==> config.mk <==
export PLATFORM = sky130hd
export DESIGN_NAME = mult_div_unit
export DESIGN_NICKNAME = d
export VERILOG_FILES = /design/src/rtl/mult_div_unit.sv
export SDC_FILE = /design/constraint.sdc
export NUM_CORES = 1
export LEC_CHECK = 0
export CAP_MARGIN = 20
export CORE_UTILIZATION = 25
export CTS_CLUSTER_DIAMETER = 60
export DETAILED_ROUTE_END_ITERATION = 12
export PLACE_DENSITY_LB_ADDON = 0.3
export REMOVE_ABC_BUFFERS = 1
export SYNTH_ARGS = -nofsm -noshare
export SYNTH_HDL_FRONTEND = slang
export SYNTH_SLANG_ARGS = --single-unit
==> constraint.sdc <==
create_clock -name clk -period 9.8 [get_ports clk]
set_input_delay 1.96 -clock clk [delete_from_list [all_inputs] [get_ports clk]]
set_output_delay 1.96 -clock clk [all_outputs]
set_load 0.03 [all_outputs]
==> src/rtl/mult_div_unit.sv <==
// Multi-cycle shift-add multiplier / restoring divider with HI/LO registers.
// Define MDU_SIGNED_EN to let op[1] select signed MULT/DIV; otherwise op[1] is ignored.
module mult_div_unit #(
    parameter int WIDTH = 32
) (
    input  logic             clk,
    input  logic             rst,
    input  logic             start,
    input  logic [1:0]       op,
    input  logic [WIDTH-1:0] rs_val,
    input  logic [WIDTH-1:0] rt_val,
    input  logic             hi_we,
    input  logic             lo_we,
    input  logic [WIDTH-1:0] wdata,
    output logic             busy,
    output logic             done,
    output logic             div_zero,
    output logic [WIDTH-1:0] hi,
    output logic [WIDTH-1:0] lo
);

`ifdef MDU_SIGNED_EN
    localparam logic SIGNED_EN = 1'b1;
`else
    localparam logic SIGNED_EN = 1'b0;
`endif

    localparam int CW = (WIDTH > 1) ? $clog2(WIDTH) : 1;
    localparam logic [CW-1:0] LAST = CW'(WIDTH - 1);

    typedef enum logic [1:0] {IDLE, MUL, DIV, FINISH} state_t;

    state_t state, state_next;

    logic [WIDTH-1:0] acc_hi, acc_lo, operand;
    logic [CW-1:0]    count;
    logic             neg_q, neg_r, zero_flag;

    logic             is_signed, rs_neg, rt_neg;
    logic [WIDTH-1:0] rs_mag, rt_mag;

    logic [WIDTH:0]     mul_sum;
    logic [2*WIDTH-1:0] mul_next, prod_final;

    logic [WIDTH:0]   div_shift, div_diff;
    logic             div_fit;
    logic [WIDTH-1:0] rem_next, quo_next, rem_final, quo_final;

    // Signed operands are reduced to magnitudes so a single unsigned core serves both modes.
    assign is_signed = op[1] & SIGNED_EN;
    assign rs_neg    = is_signed & rs_val[WIDTH-1];
    assign rt_neg    = is_signed & rt_val[WIDTH-1];
    assign rs_mag    = rs_neg ? -rs_val : rs_val;
    assign rt_mag    = rt_neg ? -rt_val : rt_val;

    // Multiply: {acc_hi, acc_lo} is the product register, multiplier shifts out of acc_lo.
    assign mul_sum    = {1'b0, acc_hi} + (acc_lo[0] ? {1'b0, operand} : '0);
    assign mul_next   = {mul_sum, acc_lo[WIDTH-1:1]};
    assign prod_final = neg_q ? -mul_next : mul_next;

    // Divide: acc_hi is the partial remainder, acc_lo shifts dividend out and quotient in.
    assign div_shift = {acc_hi, acc_lo[WIDTH-1]};
    assign div_diff  = div_shift - {1'b0, operand};
    assign div_fit   = ~div_diff[WIDTH];
    assign rem_next  = div_fit ? div_diff[WIDTH-1:0] : div_shift[WIDTH-1:0];
    assign quo_next  = {acc_lo[WIDTH-2:0], div_fit};
    assign rem_final = neg_r ? -rem_next : rem_next;
    assign quo_final = neg_q ? -quo_next : quo_next;

    always_ff @(posedge clk or posedge rst) begin
        if (rst) state <= IDLE;
        else     state <= state_next;
    end

    always_comb begin
        state_next = state;
        busy       = 1'b0;
        done       = 1'b0;
        div_zero   = 1'b0;
        case (state)
            IDLE: begin
                if (start) begin
                    if (!op[0])            state_next = MUL;
                    else if (rt_val == '0) state_next = FINISH;
                    else                   state_next = DIV;
                end
            end
            MUL, DIV: begin
                busy = 1'b1;
                if (count == LAST) state_next = FINISH;
            end
            FINISH: begin
                busy       = 1'b1;
                done       = 1'b1;
                div_zero   = zero_flag;
                state_next = IDLE;
            end
            default: state_next = IDLE;
        endcase
    end

    // hi/lo only change on completion, on an idle MTHI/MTLO, or on reset.
    always_ff @(posedge clk or posedge rst) begin
        if (rst) begin
            acc_hi    <= '0;
            acc_lo    <= '0;
            operand   <= '0;
            count     <= '0;
            neg_q     <= 1'b0;
            neg_r     <= 1'b0;
            zero_flag <= 1'b0;
            hi        <= '0;
            lo        <= '0;
        end else begin
            case (state)
                IDLE: begin
                    if (start) begin
                        count  <= '0;
                        neg_q  <= rs_neg ^ rt_neg;
                        neg_r  <= rs_neg;
                        acc_hi <= '0;
                        if (!op[0]) begin
                            acc_lo  <= rt_mag;
                            operand <= rs_mag;
                        end else if (rt_val == '0) begin
                            zero_flag <= 1'b1;
                            hi        <= rs_val;
                            lo        <= '1;
                        end else begin
                            acc_lo  <= rs_mag;
                            operand <= rt_mag;
                        end
                    end else begin
                        if (hi_we) hi <= wdata;
                        if (lo_we) lo <= wdata;
                    end
                end
                MUL: begin
                    {acc_hi, acc_lo} <= mul_next;
                    count            <= count + 1'b1;
                    if (count == LAST) {hi, lo} <= prod_final;
                end
                DIV: begin
                    acc_hi <= rem_next;
                    acc_lo <= quo_next;
                    count  <= count + 1'b1;
                    if (count == LAST) begin
                        hi <= rem_final;
                        lo <= quo_final;
                    end
                end
                FINISH: zero_flag <= 1'b0;
                default: ;
            endcase
        end
    end

endmodule

==> results.json <==
{
  "hp-class": "reg -> reg",
  "cpMostUsedCell": "buf_4",
  "yosysSeqAreaShare_pct": 33.3,
  "hold_viol_final": 0,
  "ctsResizeCount": 0,
  "fin_crit_sh_pct": 50.0,
  "fillCellCount": 5184,
  "cp.required_ns": 10.12,
  "grt_max_degree": 69,
  "synth_top_family_by_area": "compound AO/OA/AOI/OAI gates",
  "area_delta_synth_final_pct": 23.2,
  "start_util_pct": 25.6,
  "cp-start-kind": "primary input",
  "peakVddDrop_mv": 0.166,
  "ios": 170,
  "drtIter0Drc": 766,
  "die_height_um": 227,
  "drv_slew": 0,
  "fin_hold_ws_ns": 0.482,
  "synth_enable_flop_cells": 0,
  "clkSinkCount": 168,
  "p_leak_nw": 6.76,
  "synth_xor_area_share_pct": 4.02,
  "outcome": "complete, no violations",
  "ys_seq_elements": 168,
  "final-setup-viol-count": 0,
  "via_count": 11300,
  "crit_family": "simple AND/OR/NAND/NOR gates",
  "skew_ns": 0.00922,
  "gp_congestion": 0.893,
  "synthMuxAreaShare_pct": 10.9,
  "setup_ws_ns": 4.90,
  "grt_pass1_wl_um": 68300,
  "cpMaxStageDelayCell": "nor4_1",
  "clockRootBuffer": "clkbuf_16",
  "die_area_um2": 51400,
  "synth_cell_types": 76,
  "clock_path_buffers": 2,
  "cts_tree": "yes",
  "syn_area_um2": 12600,
  "clk_latency_ns": 0.45,
  "path_buf_inv": 3,
  "ys_async_sr_fraction_pct": 100,
  "pre_cts_ws_ns": 4.37,
  "antenna_found_initial": 6,
  "drt_pre_antenna_iters": 6,
  "wl_per_cell_um": 19.2,
  "crit_path_end_kind": "flip-flop",
  "drive_gt1_share_pct": 8.78,
  "finalInstanceArea_um2": 15600,
  "wl_um": 43600,
  "synth_top_area_share_pct": 33.3,
  "placed_cell_area_um2": 14900,
  "drv_cap": 0,
  "overflow": 0,
  "viasPerCell": 4.97,
  "yosysMostFrequentCell": "nand2_1",
  "syn_inst": 1482,
  "drcViolationCount": 0,
  "synth_compound_area_share_pct": 25.0,
  "grt_usage_pct": 17.4,
  "postCtsSetupBuffers": 0,
  "die_w_um": 227,
  "worst_pin_slew_ns": 0.870,
  "nets": 1770,
  "multiInputGateArea_um2": 7900,
  "dpl.hpwl_um": 32900,
  "portBuffers": 168,
  "h-tree-depth": 4,
  "maxSlewHeadroom_pct": 42.0,
  "power.density_nw_per_um2": 371,
  "synth_flop_cell": "dfrtp_1",
  "yosys.area_share.simple_pct": 14.9,
  "worstPathArrival_ns": 5.22,
  "fin_tns_setup_ns": 0,
  "final_cells": 2276,
  "core_region_area_um2": 49400,
  "netlist_top_cells_count": "nand2_1, o21ai_0, dfrtp_1, a21oi_1, clkbuf_1",
  "path_clk_slew_ns": 0.07,
  "critPathKind": "in -> reg",
  "rsz0062_at_grt": "no",
  "post-route-min-period_ns": 4.90,
  "fmax_mhz": 204,
  "cp_max_fo": 22,
  "cp_cell_sequence": "clkdlybuf4s50_1 -> nor4_1 -> nand4_1 -> nor2_1 -> nand3_1 -> a311oi_2 -> buf_4 -> nand2_1 -> buf_4 -> a221oi_1 -> nor3_1",
  "drtAntennaViolNets": 0,
  "syn_avg_cell_area_um2": 8.52,
  "synthAdderAreaFrac_pct": 7.45,
  "cts_buffers": 17,
  "cts_hold_buf": 0,
  "synth_top_cell_by_area": "dfrtp_1",
  "rows": 81,
  "dp.cells": 2236,
  "ys_top_cells_by_area": "dfrtp_1, ha_1, o21ai_0, nand2_1, mux2i_1",
  "ff_latch_area_um2": 4200,
  "grt_pass1_vias": 11400,
  "yosysWarnings": 0,
  "slowest_delay_ns": 0.58
}
-- area by class of cell --
class | count | area share, %
multi-input cells | 1170 | 50.8
flip-flops and latches | 168 | 27.0
repair buffers | 184 | 11.8
well taps | 664 | 5.34
clock buffers | 20 | 2.94
inverters | 52 | 1.29
clock inverters | 12 | 0.740
diodes | 6 | 0.0965
-- metrics by stage --
| stage | utilization, % | power, mW |
|---|---|---|
| 6_report | 31.5 | 5.77 |
| 5_1_grt | 31.5 | 6.24 |
| 4_1_cts | 31.4 | 5.76 |
| 3_5_place_dp | 30.2 | 5.04 |
| 3_3_place_gp | 30.2 | 5.01 |
| 2_1_floorplan | - | 3.79 |
-- report_power, final --
part / internal [mW] / leakage [nW] / switching, mW / total, mW
Combinational: 1.41 / 4.35 / 2.37 / 3.78
Sequential: 1.02 / 2.13 / 0.284 / 1.31
Clock: 0.367 / 0.274 / 0.318 / 0.685
-- layer usage --
layer  part of all wire, %  GRT usage (%)
met4                   2.5           7.50
met5                     0              0
met3                   4.3           2.81
met1                    49           24.3
met2                    45           26.2
-- worst paths after layout --
kind | slack [ns] | to | cells after the start | startpoint
max | 4.90 | hi[24] | 11 | rt_val[24]
min | 0.48 | lo[15] | 2 | lo[15]
max reg2reg | 5.59 | hi[24] | 13 | acc_lo[31]
min reg2reg | 0.48 | lo[15] | 2 | lo[15]
max in group asynchronous | 6.61 | hi[9] | 3 | rst
min in group asynchronous | 1.97 | lo[26] | 2 | rst
-- flip-flops by register name, summed over array words and instances, names as in the netlist --
signal and flops:
count 5, state 2, hi 32, zero_flag 1, acc_hi 32, lo 32, operand 32, acc_lo 32
-- cell families (layout without fill, tap and decap cells) --
| logic type | count (synthesis) | in the layout |
|---|---|---|
| compound gates | 500 | 500 |
| simple gates | 412 | 412 |
| flops | 168 | 168 |
| buf+inv | 144 | 268 |
| mux | 126 | 126 |
| fa+ha+maj | 74 | 74 |
| xor+xnor | 58 | 58 |
| other cells | 0 | 6 |
-- worst reg2reg max path: cells and delay by family (launching register included) --
kind,cells,cell delay (ns)
and+or+nand+nor,3,0.99
adders and majority gates,2,0.73
DFF,1,0.38
buffers and inverters,1,0.15
AOI/OAI and AO/OA,6,1.38
muxes,1,0.46
-- layout by cell type, fill, tap and decap left out, drive strengths merged, types with 5 or more instances in the layout --
| cell | n |
|---|---|
| a211oi | 9 |
| inv | 56 |
| nand4 | 10 |
| nand2 | 218 |
| o21a | 12 |
| nand2b | 9 |
| diode | 6 |
| nor4 | 9 |
| o31ai | 5 |
| buf | 18 |
| xor2 | 21 |
| and2 | 37 |
| xnor2 | 37 |
| a21o | 25 |
| nand3 | 16 |
| dfrtp | 168 |
| nor2 | 57 |
| and3 | 7 |
| o21bai | 7 |
| mux2 | 58 |
| a22oi | 57 |
| o21ai | 235 |
| clkdlybuf4s50 | 166 |
| a31oi | 17 |
| nor3 | 27 |
| nor2b | 10 |
| mux2i | 68 |
| clkbuf | 20 |
| a21oi | 84 |
| ha | 72 |
Note: power is estimated with default switching activity, not from simulation.
